==> config.mk <==
export PLATFORM = sky130hd
export DESIGN_NAME = decode_stage_hz
export DESIGN_NICKNAME = d
export VERILOG_FILES = /design/src/rtl/decode_stage_hz.sv
export SDC_FILE = /design/constraint.sdc
export NUM_CORES = 2
export LEC_CHECK = 0
export CAP_MARGIN = 30
export CORE_ASPECT_RATIO = 1.25
export CORE_MARGIN = 3
export CORE_UTILIZATION = 35
export CTS_BUF_LIST = sky130_fd_sc_hd__clkbuf_4
export DETAILED_ROUTE_END_ITERATION = 10
export SYNTH_ARGS = -nofsm -noshare
export SYNTH_HDL_FRONTEND = slang
export SYNTH_SLANG_ARGS = --single-unit
==> constraint.sdc <==
create_clock -name clk -period 4.7 [get_ports clk]
set_input_delay 0.47 -clock clk [delete_from_list [all_inputs] [get_ports clk]]
set_output_delay 0.47 -clock clk [all_outputs]
set_load 0.005 [all_outputs]
==> src/rtl/decode_stage_hz.sv <==
`default_nettype none
// ============================================================================
// Module      : decode_stage_hz
// Description : RV32-subset decode stage with register file, immediate
//               generator, ID/EX register, stall/flush and load-use detection.
// Option      : DECODE_WB_BYPASS_EN - write-first register-file reads
// Revision    : 1.0
// ============================================================================
module decode_stage_hz #(
  parameter int XLEN   = 32,
  parameter int REG_AW = 5
) (
  input  logic              clk,
  input  logic              rst,
  input  logic [31:0]       instr_d,
  input  logic [XLEN-1:0]   pc_d,
  input  logic [XLEN-1:0]   pc_plus4_d,
  input  logic              valid_d,
  input  logic              stall_d,
  input  logic              flush_e,
  input  logic              reg_write_w,
  input  logic [REG_AW-1:0] rd_w,
  input  logic [XLEN-1:0]   result_w,
  output logic              load_use_stall,
  output logic              valid_e,
  output logic              reg_write_e,
  output logic              alu_src_e,
  output logic              mem_write_e,
  output logic              result_src_e,
  output logic              branch_e,
  output logic              illegal_e,
  output logic [2:0]        alu_control_e,
  output logic [XLEN-1:0]   rd1_e,
  output logic [XLEN-1:0]   rd2_e,
  output logic [XLEN-1:0]   imm_ext_e,
  output logic [XLEN-1:0]   pc_e,
  output logic [XLEN-1:0]   pc_plus4_e,
  output logic [REG_AW-1:0] rs1_e,
  output logic [REG_AW-1:0] rs2_e,
  output logic [REG_AW-1:0] rd_e
);

  localparam int         NREG    = 1 << REG_AW;
  localparam logic [6:0] OP_LW   = 7'b0000011;
  localparam logic [6:0] OP_SW   = 7'b0100011;
  localparam logic [6:0] OP_R    = 7'b0110011;
  localparam logic [6:0] OP_I    = 7'b0010011;
  localparam logic [6:0] OP_BEQ  = 7'b1100011;
  localparam logic [2:0] ALU_ADD = 3'b000;
  localparam logic [2:0] ALU_SUB = 3'b001;
  localparam logic [2:0] ALU_AND = 3'b010;
  localparam logic [2:0] ALU_OR  = 3'b011;
  localparam logic [2:0] ALU_SLT = 3'b101;

  typedef struct packed {
    logic              valid;
    logic              reg_write;
    logic              alu_src;
    logic              mem_write;
    logic              result_src;
    logic              branch;
    logic              illegal;
    logic [2:0]        alu_control;
    logic [XLEN-1:0]   rd1;
    logic [XLEN-1:0]   rd2;
    logic [XLEN-1:0]   imm;
    logic [XLEN-1:0]   pc;
    logic [XLEN-1:0]   pc_plus4;
    logic [REG_AW-1:0] rs1;
    logic [REG_AW-1:0] rs2;
    logic [REG_AW-1:0] rd;
  } idex_t;

  logic [XLEN-1:0]   rf_q [NREG];
  logic [REG_AW-1:0] rs1_d, rs2_d, rd_d;
  logic [6:0]        opcode_d;
  logic [XLEN-1:0]   rd1_d, rd2_d, imm_i_d, imm_s_d, imm_b_d;
  logic [2:0]        alu_f3_d;
  logic              f3_bad_d;
  idex_t             dec_d, idex_d, idex_q;

  assign rs1_d    = instr_d[15 +: REG_AW];
  assign rs2_d    = instr_d[20 +: REG_AW];
  assign rd_d     = instr_d[7 +: REG_AW];
  assign opcode_d = instr_d[6:0];
  assign imm_i_d  = {{(XLEN-12){instr_d[31]}}, instr_d[31:20]};
  assign imm_s_d  = {{(XLEN-12){instr_d[31]}}, instr_d[31:25], instr_d[11:7]};
  assign imm_b_d  = {{(XLEN-12){instr_d[31]}}, instr_d[7], instr_d[30:25], instr_d[11:8], 1'b0};

  always_ff @(posedge clk) begin
    if (!rst) begin
      for (int i = 0; i < NREG; i++) rf_q[i] <= '0;
    end else if (reg_write_w && rd_w != '0) begin
      rf_q[rd_w] <= result_w;
    end
  end

  always_comb begin
    rd1_d = (rs1_d == '0) ? '0 : rf_q[rs1_d];
    rd2_d = (rs2_d == '0) ? '0 : rf_q[rs2_d];
`ifdef DECODE_WB_BYPASS_EN
    // Write-first: same-cycle write-back wins over the stored value
    if (reg_write_w && rd_w != '0 && rd_w == rs1_d) rd1_d = result_w;
    if (reg_write_w && rd_w != '0 && rd_w == rs2_d) rd2_d = result_w;
`endif
  end

  always_comb begin
    alu_f3_d = ALU_ADD;
    f3_bad_d = 1'b0;
    case (instr_d[14:12])
      3'b000:  alu_f3_d = (opcode_d == OP_R && instr_d[30]) ? ALU_SUB : ALU_ADD;
      3'b010:  alu_f3_d = ALU_SLT;
      3'b110:  alu_f3_d = ALU_OR;
      3'b111:  alu_f3_d = ALU_AND;
      default: f3_bad_d = 1'b1;
    endcase
  end

  always_comb begin
    dec_d          = '0;
    dec_d.valid    = valid_d;
    dec_d.rd1      = rd1_d;
    dec_d.rd2      = rd2_d;
    dec_d.pc       = pc_d;
    dec_d.pc_plus4 = pc_plus4_d;
    dec_d.rs1      = rs1_d;
    dec_d.rs2      = rs2_d;
    dec_d.rd       = rd_d;
    if (valid_d) begin
      case (opcode_d)
        OP_LW: begin
          dec_d.reg_write  = 1'b1;
          dec_d.alu_src    = 1'b1;
          dec_d.result_src = 1'b1;
          dec_d.imm        = imm_i_d;
        end
        OP_SW: begin
          dec_d.mem_write = 1'b1;
          dec_d.alu_src   = 1'b1;
          dec_d.imm       = imm_s_d;
        end
        OP_R: begin
          dec_d.reg_write   = 1'b1;
          dec_d.alu_control = alu_f3_d;
          dec_d.illegal     = f3_bad_d;
        end
        OP_I: begin
          dec_d.reg_write   = 1'b1;
          dec_d.alu_src     = 1'b1;
          dec_d.alu_control = alu_f3_d;
          dec_d.illegal     = f3_bad_d;
          dec_d.imm         = imm_i_d;
        end
        OP_BEQ: begin
          dec_d.branch      = 1'b1;
          dec_d.alu_control = ALU_SUB;
          dec_d.imm         = imm_b_d;
        end
        default: dec_d.illegal = 1'b1;
      endcase
    end
  end

  assign load_use_stall = idex_q.valid & idex_q.result_src & (idex_q.rd != '0) & valid_d &
                          ((idex_q.rd == rs1_d) | (idex_q.rd == rs2_d));

  // Flush beats stall; a load-use hazard only inserts a bubble when not stalled
  always_comb begin
    idex_d = dec_d;
    if (flush_e)             idex_d = '0;
    else if (stall_d)        idex_d = idex_q;
    else if (load_use_stall) idex_d = '0;
  end

  always_ff @(posedge clk) begin
    if (!rst) idex_q <= '0;
    else      idex_q <= idex_d;
  end

  assign valid_e       = idex_q.valid;
  assign reg_write_e   = idex_q.reg_write;
  assign alu_src_e     = idex_q.alu_src;
  assign mem_write_e   = idex_q.mem_write;
  assign result_src_e  = idex_q.result_src;
  assign branch_e      = idex_q.branch;
  assign illegal_e     = idex_q.illegal;
  assign alu_control_e = idex_q.alu_control;
  assign rd1_e         = idex_q.rd1;
  assign rd2_e         = idex_q.rd2;
  assign imm_ext_e     = idex_q.imm;
  assign pc_e          = idex_q.pc;
  assign pc_plus4_e    = idex_q.pc_plus4;
  assign rs1_e         = idex_q.rs1;
  assign rs2_e         = idex_q.rs2;
  assign rd_e          = idex_q.rd;

endmodule
`default_nettype wire
# ---- Word-level counts from Yosys, hierarchy flattened
# Memory sizes are Yosys's and may differ from the RTL's.
# Index checks and enable logic that the tools add are counted.
dict set report totals {
  elab_cells 71
  latchBits 0
  output_inout_bits 186
  mem_bits_ro 0
  mem_bits_rw 1024
  mem_count 1
  register_bits 185
}
dict set report classes {
  magnitude_cmp 0
  mul 0
  n_shift 0
  eq_ne 10
  bitwise 6
  div_mod_pow 0
  add_sub_neg 0
  n_reduce_logical 15
  mux 23
}
# memory words word_bits rd rd_ports_with_merged_regs wr line_no
set mem_list {}
lappend mem_list {rf_q 32 32 2 0 32 74} ;# logic [XLEN-1:0] rf_q [NREG];
# operator n
set op_table {}
lappend op_table {{2-to-1 mux 185 bit} 1}
lappend op_table {{2-to-1 mux 32 bit} 4}
lappend op_table {{case mux 32 bit (3 select lines)} 1}
lappend op_table {{OR reduction 32 bit} 1}
lappend op_table {{== test 7 x 6 -> 1 bit (second input constant)} 2}
lappend op_table {{2-to-1 mux 1 bit} 12}
lappend op_table {{case mux 3 bit (4 select lines)} 1}
lappend op_table {{== test 5 bit} 2}
lappend op_table {{zero test 5 bit} 2}
lappend op_table {{nonzero test 5 bit} 2}
lappend op_table {{2-to-1 mux 9 bit} 1}
lappend op_table {{OR reduction 3 bit} 3}
lappend op_table {{== test 7 x 2 -> 1 bit (second input constant)} 1}
lappend op_table {{== test 7 x 5 -> 1 bit (second input constant)} 1}
lappend op_table {{== test 7 bit (second input constant)} 1}
lappend op_table {{== test 3 bit (second input constant)} 2}
lappend op_table {{case mux 3 bit (2 select lines)} 1}
lappend op_table {{OR reduction 2 bit} 3}
lappend op_table {{2-to-1 mux 5 bit} 1}
lappend op_table {{bitwise AND 1 bit} 4}
lappend op_table {{OR reduction 4 bit} 1}
lappend op_table {{== test 3 x 2 -> 1 bit (second input constant)} 1}
lappend op_table {{zero test 3 bit} 1}
lappend op_table {{logical AND 1 bit} 2}
lappend op_table {{3 further kinds} 3}

# ---- Logic depth before layout (Yosys ltp)
dict set report logic_depth {
  word_depth 7
  mapped_depth 11
  ltp_nobuf 7
}

# ---- Worst setup path after synthesis
# OpenSTA, ideal clock, no wires.
dict set report synth_timing {
  kind {input to register}
  startpoint {input port rst}
  endpoint {memory rf_q[24][0], enable pin}
  setup_time_ps 466
  path_slack_ps 725
  required_ps 4234
  t_arrival_ps 3510
  cell_stages 6
  cell_sequence {clkbuf_1 > nand2_1 > nor3_1 > nand2_1 > clkbuf_1 > o21ai_0}
}
# item line_no
set synth_lines {}
lappend synth_lines {{from (decl)} 14} ;# input logic rst,
lappend synth_lines {{to (decl)} 74}

# ---- Final worst setup path
dict set report layout_timing {
  startpoint {register idex_q, in the netlist rd_e[0]}
  endpoint {output port load_use_stall}
}
dict set report layout_via {
  elab_chain_len 4
  word_cells_on_any_way 7
  classes_between {2 x eq/ne; 4 x bitwise; 1 x reduce/logical}
}
# item line_no
set layout_lines {}
lappend layout_lines {{from (decl)} 80} ;# idex_t dec_d, idex_d, idex_q;
lappend layout_lines {{from (signal assigned)} 178} ;# else idex_q <= idex_d;
lappend layout_lines {{nonzero test 5 bit} 165} ;# assign load_use_stall = idex_q.valid & idex_q.result_src & (idex_q.rd != '0) & valid_d &
lappend layout_lines {{bitwise AND 1 bit (2 in a row)} 165}
lappend layout_lines {{bitwise AND 1 bit *} 165}
lappend layout_lines {{to (decl)} 24} ;# output logic load_use_stall,
# Every way passes the cells marked *; elsewhere a longest branch is shown, timed or not.

==> results.yml <==
routing:
  antenna_left: 0
  firstDrtPassIters: 6
  wire_per_inst_um: 32.8
  drt_iter0_markers: 6267
  viasPerCell: 6.02
  wirelength_um: 237000
  num_vias: 43518
  drc: 0
min_path:
  hold_class: "in2reg"
critical_path:
  path_class: "reg2out"
  crit_path_start_kind: "register"
  end_kind: "output port"
  crit_required_ps: 4230
  critPathArrivalTime_ps: 3700
  crit_path_max_fanout: 5
synth:
  ys_seq_area_frac: 0.568
  yosys-top-cells-area: "edfxtp_1 (51%), mux4_2 (17%), and2_1 (9.7%)"
  synth_cell_types: 54
  yosysTopAreaCell: "edfxtp_1"
  ys.flop_type: "edfxtp_1"
  synth_top_area_frac: 0.513
  synth_area_um2: 60000
  synth_area_per_cell_um2: 14.1
  synth-seq-cells: 1190
  netlist_instances: 4245
  synth_edf_count: 1024
  synth_common_cells: "edfxtp_1 (1,024), and2_1 (929), mux4_2 (464), clkbuf_1 (353), nand2_1 (190)"
  ys.warnings.count: 0
  async_flop_share: 0
  synth_most_common_cell: "edfxtp_1"
timing:
  finClkSkew_ps: 90.6
  worst_pin_slew_ps: 1120
  relSlewSlack: 0.251
  hold_viol: 0
  fin_tns_setup_ps: 0
  fin_crit_ps: 4170
  final.period_utilization: 0.887
  setup_viol: 0
  finalMaxSlewViolations: 0
  rsz0062_at_grt: "false"
  max_freq_mhz: 240
floorplanning:
  die_x_um: 376
  io_pins: 325
  initial_core_util: 0.353
  rows: 169
  fp.dieH_um: 469
  dieArea_um2: 176000
  core_area_um2: 170000
clock_tree:
  cts_tree: "yes"
  htree_levels: 5
  cts_sinks: 1190
  clockBufferDepth: 4
  clock_latency_ps: 1300
  numCtsBuffers: 336
  cts_resized: 0
  clk_pin_slew_ps: 70
  root_buffer: "clkbuf_4"
global_routing:
  grt_max_degree: 115
  track_usage: 0.264
  gr-total-overflow: 0
  grt_pass1_wl_um: 328000
  first_global_vias: 43261
  antenna_found_initial: 36
cells_and_area:
  final_nets: 4882
  final_layout_size_suffix_gt1_frac: 0.259
  syn_to_final_growth_pct: 19.9
  n_fill_cell: 15568
  final_core_util: 0.423
placed_design:
  globalplace.congestion: 0.892
  dp_hpwl_um: 148000
  port_buffers: 324
flow_run:
  max_cap_violations: 0
power:
  power_density_nw_per_um2: 347
  ir_drop_v: 0.000196
  power.leakage_uw: 0.0250
run_status:
  status: "complete, no violations"
## worst paths after layout
check / from / end / slack [ps] / cells after the start
setup / recovery: rd_e[0] / load_use_stall / 530 / 6
hold / removal: result_w[26] / rf_q[3][26] / 110 / 3
setup reg to reg: rd_e[0] / rd2_e[24] / 1860 / 8
hold reg to reg: rs2_e[4] / rs2_e[4] / 460 / 2
## layout make-up
class                      count  area [um2]  area share
tap                         2223        2780      0.0387
clock inverter                65         303     0.00421
antenna                       20        50.0    0.000696
multi-input combinational   2613       24700       0.343
sequential                  1190       34100       0.474
timing repair buffer         599        6130      0.0853
inverter                       3        11.3    0.000157
clock buffer                 515        3870      0.0538
## state kept, by name, summed over array words and instances (netlist names), 3 cells and up
name,count
rs2_e,5
pc_plus4_e,32
pc_e,32
rf_q,1024
imm_ext_e,13
rd_e,5
rs1_e,5
rd2_e,32
alu_control_e,3
rd1_e,32
## timing repair
item / CTS / global route
endpoints found under the hold margin: 151 / 0
hold buffers: 99 / 0
setup buffers: 0 / 0
## stage by stage
step	hold slack (ps)	power, uW	instance area, um2	setup slack, ps	std cells
3_3_place_gp	440	15300	66300	1070	6510
5_1_grt	24.2	25800	71900	278	7219
4_1_cts	10.9	25000	71800	381	7204
6_report	109	24900	71900	532	7228
2_1_floorplan	448	14100	60100	725	4276
3_5_place_dp	452	15400	66600	1020	6525
## cells by family (layout without fill, tap and decap cells)
| group | Yosys count | count (layout) | share of synthesized area |
|---|---|---|---|
| AND/OR/NAND/NOR | 1483 | 1483 | 0.146 |
| flip-flops | 1190 | 1190 | 0.568 |
| multiplexers | 623 | 623 | 0.201 |
| buffers and inverters | 473 | 1182 | 0.0326 |
| AO/OA/AOI/OAI | 465 | 465 | 0.0504 |
| XOR/XNOR | 10 | 10 | 0.00146 |
| other | 1 | 52 | 0.0000625 |
## metal layers
layer / vias up / track usage / part of all wire
met5: - / 0 / 0.00026
li1: 17428 / - / -
met2: 3410 / 0.398 / 0.44
met4: 10 / 0.134 / 0.054
met1: 22045 / 0.339 / 0.37
met3: 625 / 0.0887 / 0.14
## critical path: stages, from the launching register on
cell             delay, ps
dfxtp_1                550
xnor2_1                170
nand3_1                100
nor3_1                 400
o21ai_4                110
inv_2                  160
clkdlybuf4s50_1        930
## placed cells by master (no fill, tap or decap), drive strengths merged, types with 27 or more instances in the layout
cell	Yosys	final
a21oi	126	126
a221oi	27	27
a22o	45	45
and2	930	930
and3	68	68
buf	117	181
clkbuf	353	519
clkdlybuf4s50	0	315
clkinv	0	60
conb	1	32
dfxtp	166	166
dlygate4sd3	0	99
edfxtp	1024	1024
mux2	33	33
mux2i	126	126
mux4	464	464
nand2	190	190
nand3b	90	90
nor2	68	68
nor4	34	34
o21ai	41	41
o22ai	144	144
## report_power, final
group | internal (uW) | switching [uW]
logic | 1290 | 1650
clock network | 5060 | 4560
registers | 12000 | 361
total | 18400 | 6570
(Power assumes the default switching activity.)
